**config.mk**
```make
export PLATFORM = sky130hd
export DESIGN_NAME = matdet4_stream
export DESIGN_NICKNAME = d
export VERILOG_FILES = /design/src/rtl/matrix_pkg.sv /design/src/rtl/matload_shift.sv /design/src/rtl/matdet4_stream.sv
export SDC_FILE = /design/constraint.sdc
export NUM_CORES = 1
export LEC_CHECK = 0
export CAP_MARGIN = 20
export CORE_ASPECT_RATIO = 2
export CORE_MARGIN = 10
export CORE_UTILIZATION = 52
export DETAILED_ROUTE_END_ITERATION = 8
export PLACE_DENSITY = 0.95
export REMOVE_ABC_BUFFERS = 1
export SYNTH_ARGS = -nofsm -noshare
export SYNTH_HDL_FRONTEND = slang
export SYNTH_SLANG_ARGS = --single-unit
```
**constraint.sdc**
```tcl
create_clock -name clk -period 5.87 [get_ports clk]
set_input_delay 1.174 -clock clk [delete_from_list [all_inputs] [get_ports clk]]
set_output_delay 1.174 -clock clk [all_outputs]
set_load 0.02 [all_outputs]
```
**src/rtl/matrix_pkg.sv**
```systemverilog
// -----------------------------------------------------------------------------
// matrix_pkg
// Shared definitions for the 4x4 determinant streaming front end.
//   MAT_DIM / MAT_ELEMS : matrix geometry (4x4, 16 elements)
//   IDX_W               : width of the element write index (0..15)
//   state_t             : handshake FSM states {LOAD, EVAL, DONE}
//   elem_offset()       : bit offset of element i inside the flat matrix bus
// -----------------------------------------------------------------------------
package matrix_pkg;

  localparam int MAT_DIM   = 4;
  localparam int MAT_ELEMS = MAT_DIM * MAT_DIM;
  localparam int IDX_W     = 4;

  typedef enum logic [1:0] {
    LOAD = 2'd0,
    EVAL = 2'd1,
    DONE = 2'd2
  } state_t;

  // Element i (row i/4, column i%4) lives at [i*width +: width]; element 0 at the LSBs.
  function automatic int elem_offset(input int idx, input int width);
    return idx * width;
  endfunction

endpackage

```
**src/rtl/matload_shift.sv**
```systemverilog
// -----------------------------------------------------------------------------
// matload_shift
// Element-slot register file plus write-index counter. Each write stores
// i_wr_data into the slot addressed by the internal index and advances the
// index; after slot MATRIX_SIZE-1 the index returns to 0. Slots are never
// cleared between matrices, only overwritten in order.
//
// Ports
//   clk        in   rising-edge clock
//   rst_n      in   asynchronous active-low reset (clears slots and index)
//   i_wr_en    in   write the next slot this cycle
//   i_wr_data  in   element value to write
//   o_mat      out  flat matrix bus, element i at [i*DATA_WIDTH +: DATA_WIDTH]
//   o_last     out  index currently points at the final slot
// -----------------------------------------------------------------------------
module matload_shift
  import matrix_pkg::*;
#(
  parameter int DATA_WIDTH  = 8,
  parameter int MATRIX_SIZE = MAT_ELEMS
) (
  input  logic                              clk,
  input  logic                              rst_n,
  input  logic                              i_wr_en,
  input  logic [DATA_WIDTH-1:0]             i_wr_data,
  output logic [MATRIX_SIZE*DATA_WIDTH-1:0] o_mat,
  output logic                              o_last
);

  logic [MATRIX_SIZE*DATA_WIDTH-1:0] r_mat;
  logic [IDX_W-1:0]                  r_idx;
  logic                              w_last;

  assign w_last = (r_idx == IDX_W'(MATRIX_SIZE - 1));

  always_ff @(posedge clk or negedge rst_n) begin
    if (!rst_n) begin
      r_mat <= '0;
      r_idx <= '0;
    end else if (i_wr_en) begin
      r_mat[elem_offset(int'(r_idx), DATA_WIDTH) +: DATA_WIDTH] <= i_wr_data;
      // Explicit return to 0 after the last slot; the counter never free-wraps.
      r_idx <= w_last ? '0 : r_idx + 1'b1;
    end
  end

  assign o_mat  = r_mat;
  assign o_last = w_last;

endmodule

```
**src/rtl/matdet4_stream.sv**
```systemverilog
// -----------------------------------------------------------------------------
// matdet4_stream
// Serial front end for a combinational 4x4 determinant stage. Sixteen
// elements arrive one per in_valid/in_ready handshake in row-major order and
// are assembled onto the flat 'mat' bus. After the 16th element the block
// spends one EVAL cycle with 'mat' stable, captures the determinant returned
// on det_in, and presents it on an out_valid/out_ready interface (DONE).
// The determinant stage itself lives in the parent; only mat/det_in cross.
//
// Only MATRIX_SIZE = 16 (4x4) is supported.
//
// Optional feature (macro DET_SINGULAR_EN): adds out_singular, registered in
// EVAL as (det_in == 0) and held with out_det. Without the macro the port and
// its register are absent.
//
// Ports
//   clk          in   rising-edge clock
//   rst_n        in   asynchronous active-low reset
//   in_data      in   next matrix element (row-major)
//   in_valid     in   in_data is valid
//   in_ready     out  block can accept an element (high only in LOAD)
//   mat          out  assembled matrix to the determinant stage
//   det_in       in   determinant of 'mat' from the downstream stage
//   out_det      out  registered determinant (mod 2^DATA_WIDTH, no saturation)
//   out_valid    out  out_det is valid
//   out_ready    in   consumer accepts out_det
//   out_singular out  determinant was zero (DET_SINGULAR_EN only)
// -----------------------------------------------------------------------------
module matdet4_stream
  import matrix_pkg::*;
#(
  parameter int DATA_WIDTH  = 8,
  parameter int MATRIX_SIZE = MAT_ELEMS
) (
  input  logic                              clk,
  input  logic                              rst_n,
  input  logic [DATA_WIDTH-1:0]             in_data,
  input  logic                              in_valid,
  output logic                              in_ready,
  output logic [MATRIX_SIZE*DATA_WIDTH-1:0] mat,
  input  logic [DATA_WIDTH-1:0]             det_in,
  output logic [DATA_WIDTH-1:0]             out_det,
  output logic                              out_valid,
  input  logic                              out_ready
`ifdef DET_SINGULAR_EN
  ,
  output logic                              out_singular
`endif
);

  state_t                  r_state;
  logic                    r_in_ready;
  logic                    r_out_valid;
  logic [DATA_WIDTH-1:0]   r_out_det;
`ifdef DET_SINGULAR_EN
  logic                    r_out_singular;
`endif

  logic                    w_accept;
  logic                    w_last;

  // r_in_ready is high only in LOAD, so it alone qualifies an accept.
  assign w_accept = in_valid && r_in_ready;

  matload_shift #(
    .DATA_WIDTH  (DATA_WIDTH),
    .MATRIX_SIZE (MATRIX_SIZE)
  ) u_load (
    .clk       (clk),
    .rst_n     (rst_n),
    .i_wr_en   (w_accept),
    .i_wr_data (in_data),
    .o_mat     (mat),
    .o_last    (w_last)
  );

  always_ff @(posedge clk or negedge rst_n) begin
    if (!rst_n) begin
      r_state     <= LOAD;
      r_in_ready  <= 1'b1;
      r_out_valid <= 1'b0;
      r_out_det   <= '0;
`ifdef DET_SINGULAR_EN
      r_out_singular <= 1'b0;
`endif
    end else begin
      case (r_state)
        LOAD: begin
          // Leave LOAD as soon as the final slot is written; ready drops the
          // same edge so nothing is accepted while the determinant settles.
          if (w_accept && w_last) begin
            r_state    <= EVAL;
            r_in_ready <= 1'b0;
          end
        end
        EVAL: begin
          r_out_det   <= det_in;
          r_out_valid <= 1'b1;
          r_state     <= DONE;
`ifdef DET_SINGULAR_EN
          r_out_singular <= (det_in == '0);
`endif
        end
        DONE: begin
          // Result held until the consumer takes it; an element offered in
          // the same cycle waits for the next one because in_ready is low.
          if (out_ready) begin
            r_out_valid <= 1'b0;
            r_in_ready  <= 1'b1;
            r_state     <= LOAD;
          end
        end
        default: begin
          r_state     <= LOAD;
          r_in_ready  <= 1'b1;
          r_out_valid <= 1'b0;
        end
      endcase
    end
  end

  assign in_ready  = r_in_ready;
  assign out_valid = r_out_valid;
  assign out_det   = r_out_det;
`ifdef DET_SINGULAR_EN
  assign out_singular = r_out_singular;
`endif

endmodule

```
==> metrics.md <==
| Metric | Value |
|---|---|
| Status | finished, final reports clean |
| Unrepaired setup endpoints after global routing | no |
| Synth Area in Compound Gates | under 10% |
| Flop pwr share | about 47% |
| Dpl hpwl | ~12,000 µm |
| DIE HEIGHT | about 170 µm |
| Mapped Cells | between 400 and 500 |
| Leak pwr | roughly 3.9 nW |
| Endpoints failing setup | 0 |
| Boundary Pins | 158 |
| Ys Warns | 0 |
| Post-detailed-route DRC marker count | 0 |
| Number of synthesized flops with an enable pin | 0 |
| Mux cell area share after synthesis | roughly a fifth |
| Largest net degree at the start of global routing | 100 |
| Fin crit share | about half |
| TNS Setup | 0 ns |
| Int Power | between 1.5 and 2 mW |
| Syn-to-layout area delta | 39.2% |
| # hold bufs at CTS | 0 |
| Filler cells | 736 |
| CP endpoint kind | flip-flop |
| Post-synthesis cell type count | 42 |
| Maximum clock path buffer count | 2 |
| DRT antenna net count | 0 |
| Ys async rst share | 100% |
| Max Clock Freq | about 350 MHz |
| MaxCap Viol Count | 0 |
| Total Routing Usage GR | between 20% and 30% |
| Period minus WS final | 2.89 ns |
| Arr. time, crit path | around 3.2 ns |
| WL/cell | 21.8 µm |
| CTS Buf Count | 17 |
| Crit path launch type | flip-flop |
| First-pass GRT wire length | about 26,000 µm |
| Detailed Routing Iterations Pass 1 | 4 |
| Syn Area/Cell | around 13 µm² |
| Number of global-route vias before repair | 4,661 |
| Power per cell area | approximately 260 nW/µm² |
| Critical Path Fanout Max | 14 |
| Number of DRC markers in iteration 0 | 396 |
| Layout Nets | ~630 |
| Worst vdd ir | between 0.0003 and 0.0004 V |
| Hold crit path type | reg -> reg |
| Port Buf Inserts | about 160 |
| Clock share of power | 50.9% |
| Skew final | about 0.010 ns |
| Initial antenna violation count | 0 |
| DR vias/cell | 5.57 |
| Sequential share of the synthesized area | between 60 and 70% |
| Setup Crit Path Kind | reg -> reg |
| Syn Std Cell Area | 5850 µm² |
| Number of H-tree levels | 4 |
| Clock-pin slew of the registers on the worst-case setup and hold paths | approximately 0.060 ns |
| Synth Area in XOR/XNOR | less than 1% |
| Switching power of the nets | around 460 µW |
| Routed vias | 4,246 |
| Clock sink count | about 140 |
| Cts repair resizes | 0 |
| Clock Latency Late Sink | slightly above 0.4 ns |
| Hold WS | 0.483 ns |
| Switching Fraction | 21.9% |
| Area share of fa/ha/maj cells after synthesis | between 1 and 1.5% |
| Cell Rows | 54 |
| #FFs+latches synth | around 140 |
| Top_reg_cell synth | dfrtp_1 |
| Synth Area in Simple Gates | 9.81% |
| Root Driver | clkbuf_16 |
| Final GP Congestion | around 0.9 |
| Slew @ Worst Pin | 1.08 ns |
| Data required, critical path | roughly 6.2 ns |
| Max-slew violation count | 0 |
| Die width | between 90 and 100 µm |
| Final Hold Viols | 0 |
| Share of cells above drive strength 1 | 21.9% |
| DIE AREA | between 15,000 and 20,000 µm² |
| Core area | about 11,000 µm² |
| ANT cells | 0 |
| CTS tree | built |
| Post-CTS Setup Bufs | 0 |
| Gate power share | 2.2% |
| Slew Limit Headroom | about 28% |
| Grt ovf | 0 |
| WL final | roughly 17,000 µm |
| Initial cell density of the core | around 53% |
| Main combinational cell family by area after synthesis | multiplexers |
## cells by family (layout without fill, tap and decap cells)
kind of cell / after synthesis / after routing
DFF: 144 / 144
and+or+nand+nor: 114 / 114
muxes: 98 / 98
AOI/OAI and AO/OA: 55 / 55
buffers and inverters: 26 / 203
adders and majority gates: 5 / 5
xor gates and xnor gates: 3 / 3
## cell type report
class	instances	area, µm²	area share (%)
sequential	144	3600	44.2
multi-input combinational	275	2140	26.3
timing repair buffer	159	1590	19.5
clock buffer	18	439	5.39
tap	140	175	2.15
clock inverter	14	156	1.92
inverter	12	45.0	0.553
## critical path, cell delays in order, from the launching register on
cell and delay, ns:
dfrtp_1 0.65, inv_1 0.20, ha_1 0.54, nand2b_1 0.14, a211oi_2 0.38, o2111ai_2 0.45
mux2_2 0.41
## power by group through the flow
| stage | sequential (mW) | combinational [mW] | clock (mW) |
|---|---|---|---|
| finish | 0.993 | 0.0457 | 1.08 |
| CTS | 0.993 | 0.0469 | 1.09 |
| detailed placement | 1.01 | 0.0466 | 0 |
| global placement | 1.01 | 0.0454 | 0 |
| global route | 0.992 | 0.0510 | 1.14 |
| floorplan | 1.01 | 0.00555 | 0 |
## per-stage QoR
step | total power [mW] | instance area [µm²] | cells | setup WS (ns) | utilization, %
2_1_floorplan | 1.02 | 5790 | 431 | 3.57 | -
3_3_place_gp | 1.06 | 7550 | 729 | 2.75 | 68.9
3_5_place_dp | 1.06 | 7550 | 729 | 2.68 | 68.9
4_1_cts | 2.13 | 8140 | 761 | 2.94 | 74.4
5_1_grt | 2.18 | 8150 | 762 | 2.77 | 74.5
6_report | 2.11 | 8150 | 762 | 2.98 | 74.5
## cells in the mapped netlist, drive strengths merged, types with 2 or more instances
cell type / number / area [µm²]
dfrtp: 143 / 3580
mux2: 90 / 1010
nand2: 61 / 244
o21ai: 36 / 180
and2: 21 / 131
inv: 12 / 45.0
nor2: 9 / 33.8
mux2i: 8 / 80.1
buf: 7 / 36.3
clkbuf: 7 / 26.3
a32o: 6 / 60.1
ha: 5 / 62.6
nor3: 5 / 30.0
nor2b: 4 / 25.0
and3: 3 / 18.8
nand3: 3 / 15.0
o2111ai: 3 / 32.5
nand2b: 2 / 20.0
nand4: 2 / 12.5
o211ai: 2 / 25.0
xnor2: 2 / 17.5
## worst paths after layout
check | start | to | slack (ns) | depth (start not counted)
setup / recovery | u_load.r_idx[0] | u_load.o_mat[115] | 2.98 | 6
hold / removal | u_load.o_mat[123] | u_load.o_mat[123] | 0.48 | 2
setup reg to reg | u_load.r_idx[0] | u_load.o_mat[115] | 2.98 | 6
hold reg to reg | u_load.o_mat[123] | u_load.o_mat[123] | 0.48 | 2
max in group asynchronous | rst_n | u_load.o_mat[89] | 3.91 | 2
min in group asynchronous | rst_n | u_load.o_mat[12] | 0.84 | 1
## routing by layer
layer | track usage [%] | share of wire, % | vias to the layer above
met5 | 0 | 0 | -
met4 | 11.3 | 3.9 | 0
met3 | 5.86 | 7.0 | 36
met2 | 39.1 | 57 | 188
met1 | 20.3 | 32 | 2143
li1 | - | - | 1879
## sequential cells by signal (all words and copies together), names as in the netlist
register and count:
in_ready 1, u_load.r_idx 4, r_state 2, u_load.o_mat 128, out_valid 1, out_det 8
## cells in the final DEF, fill, tap and decap left out, drive strengths merged, types with 2 or more instances in the layout
cell             n
o211ai           2
and3             3
clkbuf          18
nor3             5
nor2             9
nand4            2
nand2           61
buf              3
ha               5
nor2b            4
o2111ai          3
xnor2            2
o21ai           36
inv             15
nand2b           2
clkinv           8
bufinv           2
mux2i            8
and2            21
mux2            90
dfrtp          143
nand3            3
a32o             6
clkdlybuf4s50  156
Power figures use the tool's default switching activity.
